--- config.mk ---
export PLATFORM = sky130hd
export DESIGN_NAME = mem_port_arbiter
export DESIGN_NICKNAME = d
export VERILOG_FILES = /design/src/rtl/mem_port_arbiter.sv
export SDC_FILE = /design/constraint.sdc
export NUM_CORES = 1
export LEC_CHECK = 0
export BUFFER_PORTS_ARGS = -buffer_cell sky130_fd_sc_hd__buf_2
export CORE_ASPECT_RATIO = 0.8
export CORE_MARGIN = 4
export CORE_UTILIZATION = 48
export CTS_CLUSTER_DIAMETER = 50
export DETAILED_ROUTE_END_ITERATION = 6
export PLACE_DENSITY = 0.85
export SETUP_SLACK_MARGIN = 0.2
export SLEW_MARGIN = 20
export SYNTH_ARGS = -nofsm -noshare
export SYNTH_HDL_FRONTEND = slang
export SYNTH_SLANG_ARGS = --single-unit
--- constraint.sdc ---
create_clock -name clk -period 5.15 [get_ports clk]
set_clock_uncertainty 0.15 [all_clocks]
set_input_delay 1.03 -clock clk [delete_from_list [all_inputs] [get_ports clk]]
set_output_delay 1.03 -clock clk [all_outputs]
set_load 0.02 [all_outputs]
--- src/rtl/mem_port_arbiter.sv ---
// Shares one memory port between IF fetch and MEM data accesses; at most one transaction in flight.
// Latency: requester req to mem_req is 1 cycle; mem_rvalid to requester rvalid is 1 cycle (registered).
// Backpressure: requesters hold req until gnt and see stall_if/stall_mem; mem_* stays stable until mem_gnt.
// Optional feature: define ARB_STARVE_GUARD_EN so IF wins once after STARVE_MAX consecutive MEM grants.
module mem_port_arbiter #(
    parameter int XLEN       = 32,
    parameter int STARVE_MAX = 4
) (
    input  logic            clk,
    input  logic            rst_n,
    // instruction fetch requester
    input  logic            if_req,
    input  logic [XLEN-1:0] if_addr,
    input  logic            if_flush,
    output logic            if_gnt,
    output logic            if_rvalid,
    output logic [XLEN-1:0] if_rdata,
    // data-memory requester
    input  logic            dm_req,
    input  logic            dm_we,
    input  logic [3:0]      dm_be,
    input  logic [XLEN-1:0] dm_addr,
    input  logic [XLEN-1:0] dm_wdata,
    output logic            dm_gnt,
    output logic            dm_rvalid,
    output logic [XLEN-1:0] dm_rdata,
    // shared memory port
    output logic            mem_req,
    output logic            mem_we,
    output logic [3:0]      mem_be,
    output logic [XLEN-1:0] mem_addr,
    output logic [XLEN-1:0] mem_wdata,
    input  logic            mem_gnt,
    input  logic            mem_rvalid,
    input  logic [XLEN-1:0] mem_rdata,
    // pipeline stalls
    output logic            stall_if,
    output logic            stall_mem
);

    typedef enum logic [1:0] {ST_IDLE, ST_REQ, ST_WAIT} state_t;
    typedef enum logic [1:0] {OWN_NONE, OWN_IF, OWN_DM} owner_t;

    state_t          state_q, state_d;
    owner_t          owner_q, owner_d;
    logic            drop_if_q, drop_if_d;
    logic            mem_req_q, mem_req_d;
    logic            mem_we_q, mem_we_d;
    logic [3:0]      mem_be_q, mem_be_d;
    logic [XLEN-1:0] mem_addr_q, mem_addr_d;
    logic [XLEN-1:0] mem_wdata_q, mem_wdata_d;
    logic            if_rvalid_q, if_rvalid_d;
    logic            dm_rvalid_q, dm_rvalid_d;
    logic [XLEN-1:0] if_rdata_q, if_rdata_d;
    logic [XLEN-1:0] dm_rdata_q, dm_rdata_d;

    logic            if_ok;
    logic            starve_hit;
    logic            grant_if, grant_dm;

    // A flushed fetch request is never granted in the cycle of the flush.
    assign if_ok = if_req & ~if_flush;

`ifdef ARB_STARVE_GUARD_EN
    localparam int CW = $clog2(STARVE_MAX + 1);
    logic [CW-1:0] starve_cnt_q, starve_cnt_d;

    assign starve_hit = (starve_cnt_q == CW'(STARVE_MAX));

    // Count MEM grants won while IF was waiting; saturates so a flushed IF cannot wrap it.
    always_comb begin
        starve_cnt_d = starve_cnt_q;
        if (state_q == ST_IDLE) begin
            if (!if_req || grant_if) begin
                starve_cnt_d = '0;
            end else if (grant_dm && !starve_hit) begin
                starve_cnt_d = starve_cnt_q + CW'(1);
            end
        end
    end

    // Starvation counter register.
    always_ff @(posedge clk) begin
        if (!rst_n) begin
            starve_cnt_q <= '0;
        end else begin
            starve_cnt_q <= starve_cnt_d;
        end
    end
`else
    // Guard compiled out: the comparison is constant false, so MEM always has priority.
    assign starve_hit = (STARVE_MAX < 0);
`endif

    // Arbitration in IDLE: MEM (older instruction) wins unless the starvation guard fires.
    always_comb begin
        grant_if = 1'b0;
        grant_dm = 1'b0;
        if (rst_n && state_q == ST_IDLE) begin
            if (dm_req && if_ok && starve_hit) begin
                grant_if = 1'b1;
            end else if (dm_req) begin
                grant_dm = 1'b1;
            end else if (if_ok) begin
                grant_if = 1'b1;
            end
        end
    end

    // Next-state logic: capture winner into mem_*, wait for accept, then route the response.
    always_comb begin
        state_d     = state_q;
        owner_d     = owner_q;
        drop_if_d   = drop_if_q;
        mem_req_d   = mem_req_q;
        mem_we_d    = mem_we_q;
        mem_be_d    = mem_be_q;
        mem_addr_d  = mem_addr_q;
        mem_wdata_d = mem_wdata_q;
        if_rvalid_d = 1'b0;
        dm_rvalid_d = 1'b0;
        if_rdata_d  = if_rdata_q;
        dm_rdata_d  = dm_rdata_q;
        case (state_q)
            ST_IDLE: begin
                drop_if_d = 1'b0;
                owner_d   = OWN_NONE;
                if (grant_dm) begin
                    state_d     = ST_REQ;
                    owner_d     = OWN_DM;
                    mem_req_d   = 1'b1;
                    mem_we_d    = dm_we;
                    mem_be_d    = dm_we ? dm_be : 4'b0000;
                    mem_addr_d  = dm_addr;
                    mem_wdata_d = dm_wdata;
                end else if (grant_if) begin
                    state_d     = ST_REQ;
                    owner_d     = OWN_IF;
                    mem_req_d   = 1'b1;
                    mem_we_d    = 1'b0;
                    mem_be_d    = 4'b0000;
                    mem_addr_d  = if_addr;
                    mem_wdata_d = '0;
                end
            end
            ST_REQ: begin
                if (owner_q == OWN_IF && if_flush) begin
                    drop_if_d = 1'b1;
                end
                if (mem_gnt) begin
                    mem_req_d = 1'b0;
                    state_d   = ST_WAIT;
                end
            end
            ST_WAIT: begin
                if (owner_q == OWN_IF && if_flush) begin
                    drop_if_d = 1'b1;
                end
                if (mem_rvalid) begin
                    state_d   = ST_IDLE;
                    owner_d   = OWN_NONE;
                    drop_if_d = 1'b0;
                    if (owner_q == OWN_DM) begin
                        dm_rvalid_d = 1'b1;
                        dm_rdata_d  = mem_rdata;
                    end else if (!(drop_if_q || if_flush)) begin
                        // A flush in the response cycle itself also discards the fetch.
                        if_rvalid_d = 1'b1;
                        if_rdata_d  = mem_rdata;
                    end
                end
            end
            default: begin
                state_d = ST_IDLE;
                owner_d = OWN_NONE;
            end
        endcase
    end

    // State and output registers; reset abandons any transaction in flight.
    always_ff @(posedge clk) begin
        if (!rst_n) begin
            state_q     <= ST_IDLE;
            owner_q     <= OWN_NONE;
            drop_if_q   <= 1'b0;
            mem_req_q   <= 1'b0;
            mem_we_q    <= 1'b0;
            mem_be_q    <= 4'b0000;
            mem_addr_q  <= '0;
            mem_wdata_q <= '0;
            if_rvalid_q <= 1'b0;
            dm_rvalid_q <= 1'b0;
            if_rdata_q  <= '0;
            dm_rdata_q  <= '0;
        end else begin
            state_q     <= state_d;
            owner_q     <= owner_d;
            drop_if_q   <= drop_if_d;
            mem_req_q   <= mem_req_d;
            mem_we_q    <= mem_we_d;
            mem_be_q    <= mem_be_d;
            mem_addr_q  <= mem_addr_d;
            mem_wdata_q <= mem_wdata_d;
            if_rvalid_q <= if_rvalid_d;
            dm_rvalid_q <= dm_rvalid_d;
            if_rdata_q  <= if_rdata_d;
            dm_rdata_q  <= dm_rdata_d;
        end
    end

    assign if_gnt    = grant_if;
    assign dm_gnt    = grant_dm;
    assign if_rvalid = if_rvalid_q;
    assign dm_rvalid = dm_rvalid_q;
    assign if_rdata  = if_rdata_q;
    assign dm_rdata  = dm_rdata_q;
    assign mem_req   = mem_req_q;
    assign mem_we    = mem_we_q;
    assign mem_be    = mem_be_q;
    assign mem_addr  = mem_addr_q;
    assign mem_wdata = mem_wdata_q;

    // A requester stalls while waiting for its grant and from its grant until its response,
    // including a flushed fetch whose response is still draining from memory.
    assign stall_if  = rst_n & ((if_req & ~grant_if) | grant_if | (owner_q == OWN_IF));
    assign stall_mem = rst_n & ((dm_req & ~grant_dm) | grant_dm | (owner_q == OWN_DM));

endmodule

==> results of run 1 <==
sequential cells by signal (all words and copies together), names as in the netlist, 2 cells and up:
name and cells:
dm_rdata 32, mem_wdata 32, owner_q 2, mem_be 4, mem_addr 32, state_q 2, if_rdata 32
tightest hold or removal path, stage by stage, from the launching register on:
cell,delay [ns]
dfxtp_1,0.30
nand2_1,0.05
a21oi_1,0.05
worst paths after layout:
path                              startpoint           end  slack, ns
worst max-delay path                   rst_n        if_gnt       1.60
worst min-delay path            if_rdata[11]  if_rdata[11]       0.30
worst max register to register    state_q[0]  mem_addr[16]       2.75
worst min register to register  if_rdata[11]  if_rdata[11]       0.30
cell type report:
type                            count  area (µm²)  area share, %
Sequential cell                   141        2820           38.7
Multi-Input combinational cell    443        2170           29.8
Timing Repair Buffer              286        1450           19.9
Clock buffer                       20         457           6.27
Clock inverter                     12         185           2.54
Tap cell                          140         175           2.40
Inverter                            6        22.5          0.309
Yosys cell counts (all sizes together) (2+ instances only):
master | count | area [µm²]
nand2 | 167 | 627
dfxtp | 141 | 2820
a21oi | 133 | 666
nor2 | 46 | 173
o21ai | 35 | 175
a22oi | 33 | 248
buf | 25 | 156
clkbuf | 25 | 93.8
inv | 6 | 22.5
ha | 5 | 62.6
nor2b | 5 | 38.8
a32oi | 4 | 35.0
and3 | 2 | 12.5
nand3 | 2 | 10.0
per-stage QoR:
stage / instances / setup slack (ns) / util, % / hold slack [ns]
after floorplan: 640 / 2.04 / - / 0.322
after global placement: 1016 / 1.67 / 63.5 / 0.289
after detailed placement: 1016 / 1.65 / 63.6 / 0.293
after CTS: 1048 / 1.64 / 69.7 / 0.301
after global routing: 1048 / 1.44 / 69.7 / 0.320
final: 1048 / 1.60 / 69.7 / 0.300
kinds of logic after synthesis:
logic type	synth area share (%)
buf+inv	5.20
flops	53.8
mux	0.191
fa+ha+maj	1.19
compound gates	22.2
simple gates	17.4
power breakdown:
group	internal, mW	switching [mW]	leakage (nW)
sequential	1.20	0.0567	1.15
clock	0.842	0.459	0.305
combinational	0.236	0.452	2.03
total	2.27	0.967	3.48
metal layers:
| layer | vias up | routed length, µm |
|---|---|---|
| met5 | - | 0 |
| met4 | 0 | 227 |
| met3 | 19 | 1140 |
| met2 | 195 | 8020 |
| met1 | 2516 | 6480 |
| li1 | 2672 | - |
cells in the final DEF, fill, tap and decap left out:
cell        count
a211oi_1        1
a21o_2          1
a21oi_1       132
a21oi_4         1
a22oi_1        33
a311oi_1        1
a32oi_1         4
and3_1          2
and3b_1         1
buf_2         279
buf_4           7
bufinv_16       4
clkbuf_1        1
clkbuf_16      17
clkbuf_8        2
clkinv_2        1
clkinv_4        2
clkinvlp_4      3
dfxtp_1       141
ha_1            5
inv_1           4
inv_2           2
inv_6           1
inv_8           1
mux2i_1         1
nand2_1       167
nand2b_4        1
nand3_1         2
nor2_1         46
nor2b_1         4
nor2b_4         1
nor3_1          1
nor4_4          1
o21ai_0        35
o221a_2         1
o221ai_1        1
or4_4           1
==> results.toml, run 1 <==
[placed_design]
port_buffers = 279
dpl-instance-area_mm2 = 0.00664
gpl.final_weighted_congestion = 0.841
dpl.hpwl_um = 10900

[grt]
use_met2_pct = 41.7
antenna_found_initial = 0
gr-usage-met1_pct = 29.1
grt_max_degree = 79
grt_pass1_wl_um = 25200
first_global_vias = 5120
grt.overflow.total = 0
grt_usage_pct = 23.8
top_usage_layer = "met2"
grt_util_met3_pct = 6.69

[sta]
fmax_ghz = 0.281
relSlewSlack_pct = 48.2
tightestPinTransition_ns = 0.777
rsz0062_at_grt = "no"
fin_crit_sh_pct = 69.0
hold_viol = 0
setup_violations = 0
slew_viol_final = 0
finalSetupTns_ns = 0
layout_min_cycle_time_ns = 3.55

[power]
power_density_mw_per_mm2 = 445
fin_total_pwr_mw = 3.24
vdd_drop_max_mv = 0.311
leakage_nw = 3.48

[critical_path]
max_stage_delay_ns = 0.52
crit_top_cell = "buf_2"
arrival_ns = 2.37
path_cells = "buf_2, nand2_1, nor3_1, buf_2"
cpLargestDelayFamily = "buffers and inverters"
critPathMaxFanout = 41
start_kind = "primary input"
critical_path_depth = 4
crit_slowest_cell = "buf_2"
end_kind = "output port"
reg2reg_depth = 7
path_class = "primary input to output port"
crit_buf_inv = 2
required_ns = 3.97

[cells_and_area]
nets = 1040
layout-drive-gt1-share_pct = 35.9
fill_cells = 851
design_area_mm2 = 0.00728
areaGrowthSynthToFinish_pct = 38.8
num_antenna_cells = 0

[routing]
antenna_left = 0
drt-total-wl_um = 15900
wl_per_cell_um = 15.1
drc = 0
routed_via_density = 5.15
drt_iter0_drc = 290
vias = 5402
drtPass1Iterations = 6

[clock_tree]
cts_sinks = 141
clk_pin_slew_worst_paths_ns = 0.05
clkLatencyLatePin_ns = 0.39
tritoncts = "yes"
root_buffer = "clkbuf_16"
cts_hold_buf = 0
htree_levels = 4
cts_setup_buffers = 0
cts_made_buffers = 17
clockBufferDepth = 2
cts_resized = 0

[run_status]
status = "finished clean"

[synthesis]
synth_area_mm2 = 0.00525
syn_nets = 785
synth_cell_types = 30
synth_seq_cells = 141
synthCells = 640
syn_avg_cell_area_um2 = 8.20
synth-edff-count = 0
ys.warnings.count = 0
yosysSeqAreaShare_pct = 53.8
async_reset_ff_share_pct = 0
synth_flop_cell = "dfxtp_1"

[floorplan]
die_w_um = 125
initial_utilization_pct = 50.2
die_h_um = 102
dieArea_mm2 = 0.0127
coreArea_mm2 = 0.0104
io_pins = 280
rows = 33

[hold_path]
hp-class = "register to register"
min_path_cells = 2

[flow_run]
drv_cap = 0
Note: power is estimated with default switching activity, not from simulation.
==> run 2: changes to the inputs <==
--- a/config.mk
+++ b/config.mk
@@ -8,10 +8,10 @@
 export BUFFER_PORTS_ARGS = -buffer_cell sky130_fd_sc_hd__buf_2
 export CORE_ASPECT_RATIO = 0.8
 export CORE_MARGIN = 4
-export CORE_UTILIZATION = 48
+export CORE_UTILIZATION = 40
 export CTS_CLUSTER_DIAMETER = 50
 export DETAILED_ROUTE_END_ITERATION = 6
-export PLACE_DENSITY = 0.85
+export PLACE_DENSITY = 0.75
 export SETUP_SLACK_MARGIN = 0.2
 export SLEW_MARGIN = 20
 export SYNTH_ARGS = -nofsm -noshare
==> constraint.sdc (replaced) <==
create_clock -name clk -period 3 [get_ports clk]
set_clock_uncertainty 0.15 [all_clocks]
set_input_delay 0.6 -clock clk [delete_from_list [all_inputs] [get_ports clk]]
set_output_delay 0.6 -clock clk [all_outputs]
set_load 0.02 [all_outputs]
==> run 2 against run 1 <==
  * Largest cell class unchanged
  * Highest routed layer unchanged
  * Non-clock buffer count rose by 4
  * Sequential power rose by 71%
  * Global-route usage fell by 3.5 points
  * Count of clock-buffer cells in the layout did not move
  * Setup slack got worse by 1.1 ns
  * Total power rose by 60%
  * Combinational power rose by 73%
  * Critical path depth rose by 1
  * Largest power group is now sequential cells
  * Final area fell by 0.60%
  * Register-to-register slack got worse by 1.7 ns
==> results.toml, run 2 (synthesis gave the netlist of run 1 again) <==
[sta]
hold_viol = 0
fin_crit_sh_pct = 81.9
tightestPinTransition_ns = 0.624
fmax_ghz = 0.407
layout_min_cycle_time_ns = 2.46
finalSetupTns_ns = 0
setup_violations = 0
slew_viol_final = 0
relSlewSlack_pct = 58.4
rsz0062_at_grt = "no"

[floorplan]
die_w_um = 136
initial_utilization_pct = 40.8
rows = 37
dieArea_mm2 = 0.0150
io_pins = 280
die_h_um = 110
coreArea_mm2 = 0.0129

[clock_tree]
cts_made_buffers = 17
cts_setup_buffers = 0
clk_pin_slew_worst_paths_ns = 0.06
clkLatencyLatePin_ns = 0.41
htree_levels = 4
cts_resized = 0
cts_hold_buf = 0
clockBufferDepth = 2
cts_sinks = 141
tritoncts = "yes"
root_buffer = "clkbuf_16"

[grt]
grt.overflow.total = 0
grt_usage_pct = 20.4
grt_max_degree = 70
antenna_found_initial = 0
grt_pass1_wl_um = 24700
first_global_vias = 4954

[placed_design]
dpl.hpwl_um = 11100
place_inst = 1055
port_buffers = 279
gpl.final_weighted_congestion = 0.810

[routing]
vias = 5306
routed_via_density = 4.89
drt-total-wl_um = 15800
drt_iter0_drc = 365
drc = 0
wl_per_cell_um = 14.6
antenna_left = 0
drtPass1Iterations = 5

[cells_and_area]
fill_cells = 1236
final_cell_mix = "buf_2 (279), nand2_1 (167), dfxtp_1 (141)"
areaGrowthSynthToFinish_pct = 38.0
layout-drive-gt1-share_pct = 35.9
nets = 1044
num_antenna_cells = 0
fin_cells = 1085
final_common_cell = "buf_2"

[critical_path]
arrival_ns = 1.71
path_class = "register to output port"
required_ns = 2.25
critPathMaxFanout = 6
start_kind = "register"
end_kind = "output port"

[power]
leakage_nw = 3.44
vdd_drop_max_mv = 0.444
power_density_mw_per_mm2 = 714

[hold_path]
hp-class = "primary input to register"

[flow_run]
drv_cap = 0

[run_status]
status = "finished clean"
run 2: worst paths after layout:
kind / end / from / cells after the start / slack, ns
worst max-delay path: if_gnt / state_q[0] / 5 / 0.54
worst min register to register: if_rdata[25] / if_rdata[25] / 2 / 0.30
worst min-delay path: mem_addr[4] / if_addr[4] / 3 / 0.26
worst max register to register: if_rdata[22] / state_q[0] / 6 / 1.06
run 2: metal layers:
| layer | GRT usage (%) | wire [µm] | up-vias |
|---|---|---|---|
| met5 | 0 | 0 | - |
| met4 | 5.51 | 200 | 0 |
| met3 | 6.92 | 1330 | 16 |
| met2 | 33.2 | 7560 | 206 |
| met1 | 25.6 | 6740 | 2405 |
| li1 | - | - | 2679 |
run 2: layout make-up:
class / count / area (µm²) / share of cell area (%)
well taps: 175 / 219 / 3.02
repair buffers: 290 / 1490 / 20.6
inverters: 6 / 23.8 / 0.328
multi-input cells: 443 / 2170 / 29.9
clock buffers: 20 / 447 / 6.17
flip-flops and latches: 141 / 2820 / 39.0
clock inverters: 10 / 71.3 / 0.985
run 2: where the power goes:
part / leakage, nW / internal, mW / total, mW / switching [mW]
registers: 1.15 / 2.05 / 2.14 / 0.0891
clock network: 0.244 / 1.06 / 1.84 / 0.772
logic: 2.05 / 0.419 / 1.19 / 0.773
run 2: metrics by stage:
stage / worst slack (ns) / instance area, µm² / util [%] / total power, mW / hold WS [ns]
after floorplan: 0.754 / 5250 / - / 2.96 / 0.322
after global placement: 0.816 / 6720 / 52.2 / 3.37 / 0.289
after detailed placement: 0.813 / 6720 / 52.2 / 3.37 / 0.293
after CTS: 0.524 / 7240 / 56.3 / 5.22 / 0.247
after global routing: 0.380 / 7240 / 56.3 / 5.44 / 0.253
final: 0.543 / 7240 / 56.3 / 5.17 / 0.262
run 2: critical path, cell delays in order, from the launching register on:
cell     delay, ns
dfxtp_1       0.34
inv_1         0.11
ha_1          0.25
nand2_1       0.12
nor3_1        0.25
buf_2         0.23
